<file path="src/rtl/alu_pkg.sv">
// Shared definitions for alu_pipe: operation codes, pipeline state encoding and
// bit positions of the packed N/Z/C/V flag vector.
package alu_pkg;

    localparam int OP_ADD = 0;
    localparam int OP_SUB = 1;
    localparam int OP_AND = 2;
    localparam int OP_OR  = 3;
    localparam int OP_XOR = 4;
    localparam int OP_INC = 5;
    localparam int OP_DEC = 6;
    localparam int OP_SHR = 7;
    localparam int OP_SHL = 8;
    localparam int OP_RTR = 9;
    localparam int OP_RTL = 10;
    localparam int OP_LD  = 12;

    typedef enum logic [1:0] {
        ST_IDLE   = 2'd0,
        ST_FULL   = 2'd1,
        ST_ADJUST = 2'd2
    } alu_state_e;

    localparam int NUM_FLAGS = 4;
    localparam int FLAG_N    = 3;
    localparam int FLAG_Z    = 2;
    localparam int FLAG_C    = 1;
    localparam int FLAG_V    = 0;

endpackage

</file>
<file path="src/rtl/alu_bcd_adjust.sv">
// Combinational packed-BCD add/subtract over WIDTH/4 digits with a digit carry chain.
// Each digit is corrected by +6 (add, digit > 9) or -6 (subtract, digit went negative).
module alu_bcd_adjust #(
    parameter int WIDTH = 8
) (
    input  logic [WIDTH-1:0] a_i,
    input  logic [WIDTH-1:0] b_i,
    input  logic             ci_i,
    input  logic             sub_i,
    output logic [WIDTH-1:0] r_o,
    output logic             c_o
);

    localparam int DIGITS = WIDTH / 4;

    logic [4:0] digit;
    logic       k;

    // k is the digit carry when adding and the digit borrow when subtracting.
    always_comb begin
        r_o   = '0;
        digit = '0;
        k     = sub_i ? ~ci_i : ci_i;
        for (int i = 0; i < DIGITS; i++) begin
            if (sub_i) begin
                digit = {1'b0, a_i[4*i +: 4]} - {1'b0, b_i[4*i +: 4]} - {4'b0000, k};
                k     = digit[4];
                if (k) begin
                    digit = digit - 5'd6;
                end
            end else begin
                digit = {1'b0, a_i[4*i +: 4]} + {1'b0, b_i[4*i +: 4]} + {4'b0000, k};
                k     = (digit > 5'd9);
                if (k) begin
                    digit = digit + 5'd6;
                end
            end
            r_o[4*i +: 4] = digit[3:0];
        end
        c_o = sub_i ? ~k : k;
    end

endmodule

</file>
<file path="src/rtl/alu_pipe.sv">
// alu_pipe: one-deep valid/ready ALU stage with registered result and N/Z/C/V flags.
// Define ALU_DECIMAL_EN to add the two-cycle BCD path for ADD/SUB with decimal=1.
module alu_pipe
    import alu_pkg::*;
#(
    parameter int WIDTH = 8,
    parameter int OPW   = 5
) (
    input  logic             clk,
    input  logic             reset,
    input  logic             in_valid,
    output logic             in_ready,
    input  logic [OPW-1:0]   op_number,
    input  logic [WIDTH-1:0] operand1,
    input  logic [WIDTH-1:0] operand2,
    input  logic             carry_in,
    input  logic             decimal,
    output logic             out_valid,
    input  logic             out_ready,
    output logic [WIDTH-1:0] result,
    output logic             flag_n,
    output logic             flag_z,
    output logic             flag_c,
    output logic             flag_v,
    output alu_state_e       dbg_state
);

    // Handshake: a transfer happens on a rising edge where valid and ready are both 1;
    // valid never depends on ready, and held outputs do not change until transferred.

    alu_state_e           state_q, state_d;
    logic [WIDTH-1:0]     result_q, result_d;
    logic [NUM_FLAGS-1:0] flags_q, flags_d;

    logic                 accept;
    logic [WIDTH:0]       sum;
    logic [WIDTH-1:0]     bin_r;
    logic                 bin_c;
    logic                 bin_v;

    function automatic logic [NUM_FLAGS-1:0] pack_flags(input logic [WIDTH-1:0] r,
                                                        input logic             c,
                                                        input logic             v);
        logic [NUM_FLAGS-1:0] f;
        f         = '0;
        f[FLAG_N] = r[WIDTH-1];
        f[FLAG_Z] = (r == '0);
        f[FLAG_C] = c;
        f[FLAG_V] = v;
        return f;
    endfunction

    always_comb begin : binary_datapath
        sum   = '0;
        bin_r = operand1;
        bin_c = carry_in;
        bin_v = 1'b0;
        case (op_number)
            OPW'(OP_ADD): begin
                sum   = {1'b0, operand1} + {1'b0, operand2} + {{WIDTH{1'b0}}, carry_in};
                bin_r = sum[WIDTH-1:0];
                bin_c = sum[WIDTH];
                bin_v = (operand1[WIDTH-1] == operand2[WIDTH-1]) &&
                        (bin_r[WIDTH-1] != operand1[WIDTH-1]);
            end
            OPW'(OP_SUB): begin
                // C=1 reports "no borrow".
                sum   = {1'b0, operand1} + {1'b0, ~operand2} + {{WIDTH{1'b0}}, carry_in};
                bin_r = sum[WIDTH-1:0];
                bin_c = sum[WIDTH];
                bin_v = (operand1[WIDTH-1] != operand2[WIDTH-1]) &&
                        (bin_r[WIDTH-1] != operand1[WIDTH-1]);
            end
            OPW'(OP_AND): bin_r = operand1 & operand2;
            OPW'(OP_OR):  bin_r = operand1 | operand2;
            OPW'(OP_XOR): bin_r = operand1 ^ operand2;
            OPW'(OP_INC): bin_r = operand1 + WIDTH'(1);
            OPW'(OP_DEC): bin_r = operand1 - WIDTH'(1);
            OPW'(OP_SHR): begin
                bin_r = {1'b0, operand1[WIDTH-1:1]};
                bin_c = operand1[0];
            end
            OPW'(OP_SHL): begin
                bin_r = {operand1[WIDTH-2:0], 1'b0};
                bin_c = operand1[WIDTH-1];
            end
            OPW'(OP_RTR): begin
                bin_r = {carry_in, operand1[WIDTH-1:1]};
                bin_c = operand1[0];
            end
            OPW'(OP_RTL): begin
                bin_r = {operand1[WIDTH-2:0], carry_in};
                bin_c = operand1[WIDTH-1];
            end
            OPW'(OP_LD):  bin_r = operand1;
            default:      bin_r = operand1;
        endcase
    end

    assign in_ready = (state_q == ST_IDLE) || ((state_q == ST_FULL) && out_ready);
    assign accept   = in_valid && in_ready;

`ifdef ALU_DECIMAL_EN
    logic             dec_req;
    logic [WIDTH-1:0] adj_a_q, adj_a_d;
    logic [WIDTH-1:0] adj_b_q, adj_b_d;
    logic             adj_ci_q, adj_ci_d;
    logic             adj_sub_q, adj_sub_d;
    logic             adj_v_q, adj_v_d;
    logic [WIDTH-1:0] bcd_r;
    logic             bcd_c;

    assign dec_req = decimal &&
                     ((op_number == OPW'(OP_ADD)) || (op_number == OPW'(OP_SUB)));

    alu_bcd_adjust #(
        .WIDTH (WIDTH)
    ) u_bcd_adjust (
        .a_i   (adj_a_q),
        .b_i   (adj_b_q),
        .ci_i  (adj_ci_q),
        .sub_i (adj_sub_q),
        .r_o   (bcd_r),
        .c_o   (bcd_c)
    );

    always_ff @(posedge clk) begin
        if (reset) begin
            adj_a_q   <= '0;
            adj_b_q   <= '0;
            adj_ci_q  <= 1'b0;
            adj_sub_q <= 1'b0;
            adj_v_q   <= 1'b0;
        end else begin
            adj_a_q   <= adj_a_d;
            adj_b_q   <= adj_b_d;
            adj_ci_q  <= adj_ci_d;
            adj_sub_q <= adj_sub_d;
            adj_v_q   <= adj_v_d;
        end
    end
`else
    logic unused_decimal;
    assign unused_decimal = decimal;
`endif

    always_comb begin : next_state
        state_d  = state_q;
        result_d = result_q;
        flags_d  = flags_q;
`ifdef ALU_DECIMAL_EN
        adj_a_d   = adj_a_q;
        adj_b_d   = adj_b_q;
        adj_ci_d  = adj_ci_q;
        adj_sub_d = adj_sub_q;
        adj_v_d   = adj_v_q;
`endif
        case (state_q)
            ST_ADJUST: begin
`ifdef ALU_DECIMAL_EN
                // V keeps the binary-intermediate overflow; N/Z follow the corrected digits.
                state_d  = ST_FULL;
                result_d = bcd_r;
                flags_d  = pack_flags(bcd_r, bcd_c, adj_v_q);
`else
                state_d  = ST_IDLE;
`endif
            end
            default: begin
`ifdef ALU_DECIMAL_EN
                if (accept && dec_req) begin
                    state_d   = ST_ADJUST;
                    adj_a_d   = operand1;
                    adj_b_d   = operand2;
                    adj_ci_d  = carry_in;
                    adj_sub_d = (op_number == OPW'(OP_SUB));
                    adj_v_d   = bin_v;
                end else
`endif
                if (accept) begin
                    state_d  = ST_FULL;
                    result_d = bin_r;
                    flags_d  = pack_flags(bin_r, bin_c, bin_v);
                end else if ((state_q == ST_FULL) && out_ready) begin
                    state_d = ST_IDLE;
                end
            end
        endcase
    end

    always_ff @(posedge clk) begin
        if (reset) begin
            state_q  <= ST_IDLE;
            result_q <= '0;
            flags_q  <= '0;
        end else begin
            state_q  <= state_d;
            result_q <= result_d;
            flags_q  <= flags_d;
        end
    end

    assign out_valid = (state_q == ST_FULL);
    assign result    = result_q;
    assign flag_n    = flags_q[FLAG_N];
    assign flag_z    = flags_q[FLAG_Z];
    assign flag_c    = flags_q[FLAG_C];
    assign flag_v    = flags_q[FLAG_V];
    assign dbg_state = state_q;

endmodule
</file>
<file path="config.mk">
export PLATFORM = sky130hd
export DESIGN_NAME = alu_pipe
export DESIGN_NICKNAME = d
export VERILOG_FILES = /design/src/rtl/alu_pkg.sv /design/src/rtl/alu_bcd_adjust.sv /design/src/rtl/alu_pipe.sv
export SDC_FILE = /design/constraint.sdc
export NUM_CORES = 1
export LEC_CHECK = 0
export CAP_MARGIN = 20
export CORE_MARGIN = 5
export CORE_UTILIZATION = 49
export DETAILED_ROUTE_END_ITERATION = 8
export HOLD_SLACK_MARGIN = 0.02
export PLACE_DENSITY_LB_ADDON = 0.25
export SYNTH_ARGS = -nofsm -noshare
export SYNTH_HDL_FRONTEND = slang
export SYNTH_SLANG_ARGS = --single-unit
</file>
<file path="constraint.sdc">
create_clock -name clk -period 2.8 [get_ports clk]
set_clock_uncertainty 0.05 [all_clocks]
set_input_delay 0.7 -clock clk [delete_from_list [all_inputs] [get_ports clk]]
set_output_delay 0.7 -clock clk [all_outputs]
set_load 0.05 [all_outputs]
</file>
==> results.cfg <==
[run_status]
status = finished, violations left
violations = negative setup slack

[cts]
clkTransAtPathRegs_ps = 50
cts_tree = yes
htree_levels = 1
cts_made_buffers = 3
clockBufferDepth = 2
clk_latency_ps = 240
clock-sinks = 12
root_buffer = clkbuf_8
ctsHoldBuffers = 0

[sta]
slew_violations = 0
finalSetupViolations = 3
setup_slack_ps = -83.6
fin_setup_tns_ps = -196
final.period_utilization_pct = 103
min_period_ps = 2880
slew-limit-headroom_pct = 58.2
rsz0062_at_grt = true
max_freq_mhz = 347
tightest_slew_ps = 626
hold_viol = 0

[synth]
ys_seq_elements = 12
synth_top_area_share_pct = 15.5
synth_common_cells = 29 x ha_1, 28 x inv_1, 27 x a21oi_1, 27 x nand2_1, 23 x nor2_1
synthArstFlopShare_pct = 0
yosys_warnings = 0
synth_area_per_cell_um2 = 7.71
synthCells = 304
synth_area_leaders = ha_1 15%, dfxtp_1 10%, a21oi_1 5.8%, inv_1 4.5%, nand2_1 4.3%
synth_top_cell_by_area = ha_1
synth_ff_type = dfxtp_1
synth_fp_nets = 365
ys_types = 71
synth_area_um2 = 2340
synth_edf_count = 0
synth-seq-area-share_pct = 10.2
synthMostInstantiatedCell = ha_1

[place]
place_inst = 460
io_buffers = 40
post-dp-hpwl_mm = 6.43
gp_routability_congestion = 0.997

[floorplan]
io_pins = 43
initial_utilization_pct = 50.0
row_count = 25
dieArea_um2 = 6270
dieWidth_um = 79.2
die_h_um = 79.2
coreArea_um2 = 4690

[pwr]
p_leak_nw = 1.65
pwr-share-seq_pct = 19.5
cell_internal_pwr_uw = 578
ir_worst_vdd_v = 0.000162
total_power_uw = 976
p_comb_share_pct = 64.4
clkPwrFrac_pct = 16.1
switching_share_pct = 40.8
p_sw_uw = 398
p_per_area_nw_per_um2 = 265

[route]
via_per_inst = 5.86
drt-initial-drc-count = 226
drc = 0
routed_wirelength_mm = 8.19
vias = 2795
wire_per_inst_um = 17.2
first_pass_iters = 5
drtAntennaViolNets = 0

[setup_path]
critPathTopFamily = compound AO/OA/AOI/OAI gates
critPathSlowestCell = or4_4
reg2reg_depth = 7
cp.depth = 11
path_buf_inv = 3
worstPathMaxFanout = 3
criticalPathCategory = input port to register
crit_arrival_ps = 2970
r2r_start = dbg_state[0]$_SDFFE_PP0P_
critPathMaxStageDelay_ps = 560
r2r_slack_ps = 1130
worstPathRequired_ps = 2890
path_cells = buf_8 > inv_4 > buf_6 > fa_2 > o21ba_4 > or4_4 > a311oi_2 > nor4b_2 > a32oi_1 > nor2_1 > a31o_1
end_kind = register
critPathLaunchType = input port
crit_end = flags_q[2]$_SDFFE_PP0P_
startpoint = operand1[0]
r2r-end = flags_q[2]$_SDFFE_PP0P_

[global_routing]
grt_pass1_wl_mm = 13.1
grt_max_degree = 15
grt_pass1_vias = 2701
grt_overflow = 0
antenna_found_initial = 0
grt_usage_pct = 26.2

[layout]
antenna_cells = 0
fin_cells = 477
drive_gt1_share_pct = 39.7
fillers = 348
area_growth_syn_to_layout_pct = 56.9
final_nets = 486

[flow_run]
drv_cap = 0

[worst_hold_path]
worstHoldPathType = register to register
-- state kept, by name (all words and copies together), names as in the netlist --
| register | count |
|---|---|
| dbg_state | 1 |
| flags_q | 3 |
| result | 8 |
-- worst reg2reg max path, cell delays in order, from the launching register on --
cell and delay [ps]:
dfxtp_1 310, nand2b_1 90, and2_1 220, o2111ai_2 160
a211oi_2 210, nand3b_1 130, nor4_2 270, a31o_1 170
-- layout by cell type (no fill, tap or decap), types with 3 or more instances in the layout --
| cell | count |
|---|---|
| nor2_1 | 23 |
| a221o_1 | 3 |
| a21oi_2 | 6 |
| a21o_1 | 5 |
| o21ai_1 | 4 |
| nand2_1 | 26 |
| nor3_1 | 6 |
| buf_6 | 7 |
| xor2_1 | 3 |
| and3_1 | 3 |
| a21oi_1 | 21 |
| fa_2 | 5 |
| nor3_2 | 4 |
| clkbuf_2 | 3 |
| clkbuf_8 | 3 |
| and2_4 | 3 |
| nand3b_1 | 4 |
| ha_1 | 25 |
| ha_4 | 4 |
| xnor2_1 | 8 |
| clkdlybuf4s50_1 | 27 |
| and2_1 | 5 |
| a31oi_2 | 3 |
| inv_2 | 5 |
| dfxtp_1 | 12 |
| o22ai_1 | 3 |
| o21ai_0 | 4 |
| buf_4 | 88 |
| nor2b_4 | 3 |
| nand3_1 | 9 |
| a221oi_1 | 3 |
| inv_1 | 21 |
-- area by class of cell --
| cell class | instances | area, µm² | share of cell area (%) |
|---|---|---|---|
| Tap cell | 54 | 67.6 | 1.84 |
| Multi-Input combinational cell | 247 | 2110 | 57.3 |
| Inverter | 29 | 114 | 3.09 |
| Sequential cell | 12 | 240 | 6.53 |
| Clock buffer | 3 | 41.3 | 1.12 |
| Timing Repair Buffer | 132 | 1110 | 30.1 |
-- timing repair --
item                                    4_1_cts  5_1_grt
gates resized for setup                      62       36
pin swaps                                    29       26
endpoints found under the setup margin       10       10
setup buffers                                11        4
-- routing by layer --
metal | track usage (%) | vias up | routed length (µm)
met5 | 0 | - | 0
met2 | 44.8 | 142 | 3840
met3 | 2.49 | 30 | 703
li1 | - | 1340 | -
met1 | 34.8 | 1283 | 3390
met4 | 8.08 | 0 | 251
-- worst min path at each step --
stage / start / endpoint / slack (ps) / cells after the start
final: result[4]$_SDFFE_PP0P_ / result[4]$_SDFFE_PP0P_ / 400 / 2
after global routing: result[4]$_SDFFE_PP0P_ / result[4]$_SDFFE_PP0P_ / 420 / 2
after CTS: result[4]$_SDFFE_PP0P_ / result[4]$_SDFFE_PP0P_ / 410 / 2
after detailed placement: result[4]$_SDFFE_PP0P_ / result[4]$_SDFFE_PP0P_ / 400 / 2
after global placement: result[4]$_SDFFE_PP0P_ / result[4]$_SDFFE_PP0P_ / 390 / 2
after floorplan: result[1]$_SDFFE_PP0P_ / result[1]$_SDFFE_PP0P_ / 620 / 2
-- power by group through the flow --
stage,Sequential [mW],Combinational [mW],Clock [mW]
2_1_floorplan,0.237,0.274,0
3_3_place_gp,0.193,0.548,0
3_5_place_dp,0.194,0.549,0
4_1_cts,0.191,0.597,0.155
5_1_grt,0.192,0.672,0.165
6_report,0.191,0.628,0.157
-- per-stage QoR --
stage	util, %	worst slack [ps]	instance area [µm²]	hold WS, ps
after CTS	76.2	-79.5	3580	406
after global placement	70.3	-698	3300	392
after detailed placement	70.3	-745	3300	399
final	78.4	-83.6	3680	404
after floorplan	-	7.00	2370	624
after global routing	78.4	-157	3680	422
-- kinds of logic after synthesis --
group,share of synthesized area (%)
AOI/OAI and AO/OA,29.3
xor gates and xnor gates,4.11
adders and majority gates,19.7
buffers and inverters,10.4
DFF,10.2
muxes,1.28
other,0.160
and+or+nand+nor,24.8
Power figures use the tool's default switching activity.
